--- config.mk ---
export PLATFORM = sky130hd
export DESIGN_NAME = pause_dim_ctrl
export DESIGN_NICKNAME = d
export VERILOG_FILES = /design/src/rtl/pause_dim_ctrl.sv
export SDC_FILE = /design/constraint.sdc
export NUM_CORES = 1
export LEC_CHECK = 0
export ABC_AREA = 1
export CORE_MARGIN = 5
export CORE_UTILIZATION = 40
export CTS_BUF_LIST = sky130_fd_sc_hd__clkbuf_4
export DETAILED_ROUTE_END_ITERATION = 10
export HOLD_SLACK_MARGIN = 0.02
export PLACE_DENSITY_LB_ADDON = 0.2
export SLEW_MARGIN = 20
export SYNTH_ARGS = -nofsm -noshare
export SYNTH_HDL_FRONTEND = slang
export SYNTH_SLANG_ARGS = --single-unit
export TNS_END_PERCENT = 10
--- constraint.sdc ---
create_clock -name clk -period 2.2 [get_ports clk]
set_clock_uncertainty 0.1 [all_clocks]
set_input_delay 0.22 -clock clk [delete_from_list [all_inputs] [get_ports clk]]
set_output_delay 0.22 -clock clk [all_outputs]
set_load 0.02 [all_outputs]
--- src/rtl/pause_dim_ctrl.sv ---
// rtl/pause_dim_ctrl.sv - merges user/OSD/external pause and dims the pixel stream after an idle pause
// Optional gradual fade of the dim shift is enabled by defining PAUSE_DIM_FADE_EN.
module pause_dim_ctrl #(
  parameter int            CW          = 2,
  parameter int            NSRC        = 1,
  parameter int            TW          = 32,
  parameter logic [TW-1:0] DIM_CYCLES  = TW'(32'h68E7780),
  parameter int            DIM_SHIFT   = 1,
  parameter int            FADE_CYCLES = 1100000
) (
  input  logic              clk,
  input  logic              reset,
  input  logic              btn_pause,
  input  logic              btn_resume,
  input  logic              osd_status,
  input  logic              osd_pause_en,
  input  logic [NSRC-1:0]   pause_req,
  input  logic [3*CW-1:0]   rgb_in,
  output logic [3*CW-1:0]   rgb_out,
  output logic              pause,
  output logic              pause_user,
  output logic              dimmed
);

  typedef enum logic [1:0] {RUN, WAIT, DIM} state_t;

  localparam logic [7:0] MAX_SHIFT = 8'(DIM_SHIFT);

  state_t          state, state_nxt;
  logic [TW-1:0]   timer, timer_nxt;
  logic            btn_prev, res_prev;
  logic            pause_edge, res_edge;
  logic            pause_user_nxt, osd_pause, idle_nxt;
  logic [7:0]      cur_shift;
  logic [3*CW-1:0] rgb_dim;

  assign pause_edge = btn_pause & ~btn_prev;
  assign res_edge   = btn_resume & ~res_prev;
  assign osd_pause  = osd_status & osd_pause_en;
  assign pause      = pause_user | osd_pause | (|pause_req);
  assign dimmed     = (state == DIM);

  always_comb begin
    pause_user_nxt = pause_user;
    if (res_edge && pause_user)
      pause_user_nxt = 1'b0;
    else if (pause_edge)
      pause_user_nxt = ~pause_user;
  end

  // Using the next-cycle idle level lets a same-cycle handover between OSD
  // and user pause keep the timer running, and lets unpause leave DIM at once.
  assign idle_nxt = pause_user_nxt | osd_pause;

  always_comb begin
    state_nxt = state;
    timer_nxt = timer;
    case (state)
      RUN: begin
        timer_nxt = '0;
        if (idle_nxt) state_nxt = WAIT;
      end
      WAIT: begin
        timer_nxt = timer + TW'(1);
        if (timer_nxt >= DIM_CYCLES) state_nxt = DIM;
      end
      DIM: begin
        if (timer != '1) timer_nxt = timer + TW'(1);
      end
      default: begin
        state_nxt = RUN;
        timer_nxt = '0;
      end
    endcase
    if (!idle_nxt) begin
      state_nxt = RUN;
      timer_nxt = '0;
    end
  end

  always_ff @(posedge clk) begin
    if (reset) begin
      state      <= RUN;
      timer      <= '0;
      pause_user <= 1'b0;
      btn_prev   <= 1'b1;
      res_prev   <= 1'b1;
      rgb_out    <= '0;
    end else begin
      state      <= state_nxt;
      timer      <= timer_nxt;
      pause_user <= pause_user_nxt;
      btn_prev   <= btn_pause;
      res_prev   <= btn_resume;
      rgb_out    <= dimmed ? rgb_dim : rgb_in;
    end
  end

`ifdef PAUSE_DIM_FADE_EN
  localparam logic [31:0] FADE_LAST = 32'(FADE_CYCLES - 1);
  logic [31:0] fade_cnt;

  always_ff @(posedge clk) begin
    if (reset || state != DIM) begin
      fade_cnt  <= '0;
      cur_shift <= 8'd1;
    end else if (fade_cnt >= FADE_LAST) begin
      fade_cnt <= '0;
      if (cur_shift < MAX_SHIFT) cur_shift <= cur_shift + 8'd1;
    end else begin
      fade_cnt <= fade_cnt + 32'd1;
    end
  end
`else
  assign cur_shift = MAX_SHIFT;
`endif

  // Channels shift independently so no bits leak between R, G and B.
  always_comb begin
    rgb_dim = '0;
    for (int i = 0; i < 3; i++)
      rgb_dim[i*CW +: CW] = rgb_in[i*CW +: CW] >> cur_shift;
  end

endmodule

==> reports/metrics.yaml <==
synth-seq-cells: 43
holdBufCountCts: 0
drt_iter0_drc: 159
numCtsBuffers: 5
finish.utilization_pct: 51.98
antenna_found_initial: 0
yosysUniqueCellTypes: 29
fin_nets: 470
vdd.ir_drop.worst_v: 0.0002864
final_layout_size_suffix_gt1_share_pct: 19.38
status: "finished clean"
tightest_slew_ns: 0.3076
rows: 29
dpl.hpwl_mm: 5.146
holdPathStages: 3
met3WireLength_um: 311
fp.dieH_um: 90.49
ant_nets: 0
critical_path_class: "flop to flop"
wl_met1_mm: 3.145
place_congestion: 0.9581
cts_root_buffer: "clkbuf_4"
layout_worst_path_cycle_share_pct: 99.65
routed_wl_mm: 6.876
r2r-end: "state[0]"
worstHoldStart: "btn_resume"
r2r.worst_path.cells: 18
syn_area_per_cell_um2: 6.336
grt_pass1_wl_mm: 11.25
dieArea_mm2: 0.008188
synth_edf_count: 0
wl_per_cell_um: 12.95
cts_tree: "yes"
synth_top_area_share_pct: 33.22
final-hold-violation-count: 0
portBuffers: 21
clkLatencyLatePin_ns: 0.37
drc_errors: 0
num_vias: 2653
crit_start: "timer[1]"
slew_viol_final: 0
drv_cap: 0
initial_core_util_pct: 41.04
cp_common_cell: "nand2_1"
grt_pass1_vias: 2438
arrival_ns: 2.37
finalPower_mw: 1.483
end_kind: "flop"
cp.required_ns: 2.38
fillers: 657
synth.largest_area_cell: "dfxtp_1"
path_clk_slew_ns: 0.15
wl_met2_mm: 3.261
setup_viol: 0
synth_area_leaders: "dfxtp_1 33%, nand2_1 19%, a21oi_1 7.3%"
timing.rr.start: "timer[1]"
timing.final.crit_period_ns: 2.192
track_usage_pct: 16.39
io_pins: 22
firstDrtPassIters: 4
place_area_mm2: 0.003004
final_cell_area_mm2: 0.003282
instances_no_fill: 531
start_kind: "flop"
r2r_setup_slack_ns: 0.008
fin_tns_setup_ns: 0
syn-num-nets: 426
grt-ovfl-total: 0
fmax_mhz: 456.1
p_leak_nw: 1.331
synth_area_mm2: 0.002591
htree_levels: 2
antenna_cells: 0
cts.path.max_buffers: 2
crit_path_max_fanout: 5
cp_cell_sequence: "ha_4, nand2_4, nor2_4, nand2_2, nor2_4, nand3_2, nand2_2, nand2_2, nor2_2, nand2_1, nor2_2, nand2_1, nand2_1, nand2_1, nand2_2, nand3_2, nand2_1, nor2_1"
crit_path_max_incr_delay_ns: 0.39
maxUsedRoutingLayer: "met4"
rsz0062_at_grt: "yes"
die_x_um: 90.49
synthArstFlopShare_pct: 0
critPathSlowestCell: "dfxtp_4"
ys_warn_count: 0
grt_max_degree: 31
dp_cells: 515
viasPerCell: 4.996
area_delta_synth_final_pct: 26.65
max-slew-margin-rel_pct: 79.30
hold_end: "res_prev"
synth_seq_area_share_pct: 33.22
power_density_mw_per_mm2: 451.8
hp-class: "input pin to flop"
synth_cells: 409
core-area_mm2: 0.006314
synth_top_flop_cell: "dfxtp_1"
cts.sinks: 43
## flip-flops by register name, summed over array words and instances (netlist names)
register / cells
btn_prev: 1
pause_user: 1
res_prev: 1
rgb_out: 6
state: 2
timer: 32
## cells by family after synthesis
family | Yosys count | synth area share [%]
AO/OA/AOI/OAI | 52 | 10.28
flip-flops | 43 | 33.22
XOR/XNOR | 13 | 4.394
buffers and inverters | 61 | 8.836
AND/OR/NAND/NOR | 236 | 41.33
adder cells (fa/ha/maj) | 4 | 1.932
## per-layer routing
metal  vias to the layer above  global-route usage (%)
met2                        74                   27.12
met3                        17                   2.667
li1                       1377                       -
met4                         0                   5.583
met5                         -                       0
met1                      1185                   21.48
## synth_stat cells, types with 2 or more instances
cell and instances:
nor2_2 9, nand2_1 130, nand2_4 2, nand2_2 3, xnor2_1 3, nor2_4 5
nand3_1 23, nor3_1 4, nor2_1 43, a21oi_1 38, ha_1 4, inv_1 48
dfxtp_1 43, o21ai_0 11, inv_2 3, nand4_1 9, nand3_2 2, clkbuf_1 9
xor2_1 10
## power by group
part	switching, mW	internal [mW]	total (mW)
clock	0.288	0.245	0.534
sequential	0.00564	0.789	0.795
combinational	0.0882	0.0661	0.154
## how the worst max path moves through the flow
| stage | cells after the start | slack [ns] | endpoint |
|---|---|---|---|
| after floorplan | 14 | 0.13 | state[0] |
| after detailed placement | 18 | -0.05 | state[0] |
| after global routing | 18 | -0.14 | state[0] |
| after CTS | 18 | 0.01 | state[0] |
| after global placement | 17 | -0.04 | state[0] |
| final | 18 | 0.008 | state[0] |
## stage by stage
step / worst slack, ns / hold slack [ns]
global route: -0.1369 / 0.2727
CTS: 0.01006 / 0.2698
floorplan: 0.1311 / 0.1924
detailed placement: -0.04582 / 0.3754
finish: 0.007702 / 0.2814
global placement: -0.03552 / 0.3666
## critical path: cells and delay by family (launching register included)
family | cells | cell delay, ns
simple gates | 17 | 1.45
fa+ha+maj | 1 | 0.15
flops | 1 | 0.39
## cell type report
type	count	area (um2)	share of cell area, %
clock buffer	5	37.54	1.144
clock inverter	3	47.55	1.449
tap	77	96.34	2.936
multi-input combinational	305	1598	48.68
inverter	52	195.2	5.947
timing repair buffer	46	430.4	13.11
sequential	43	877.1	26.73
## what timing repair did
action	4_1_cts	5_1_grt
setup buffers	0	8
endpoints found under the setup margin	2	9
resized for setup	5	32
pin swaps	1	17
## placed cells by master, fill, tap and decap left out, types with 2 or more instances in the layout
| cell type | count |
|---|---|
| nand2_1 | 126 |
| inv_1 | 48 |
| a21oi_1 | 38 |
| nor2_1 | 35 |
| dfxtp_1 | 34 |
| clkdlybuf4s50_1 | 21 |
| buf_4 | 21 |
| nand3_1 | 20 |
| nor2_2 | 14 |
| o21ai_0 | 11 |
| nand4_1 | 9 |
| xor2_1 | 9 |
| nor2_4 | 8 |
| dfxtp_2 | 7 |
| nand2_2 | 6 |
| nand3_2 | 5 |
| clkbuf_4 | 5 |
| nand2_4 | 3 |
| nor3_1 | 3 |
| inv_2 | 3 |
| xnor2_1 | 3 |
| ha_1 | 3 |
| buf_12 | 2 |
| buf_6 | 2 |
| dfxtp_4 | 2 |
Power figures use the tool's default switching activity.
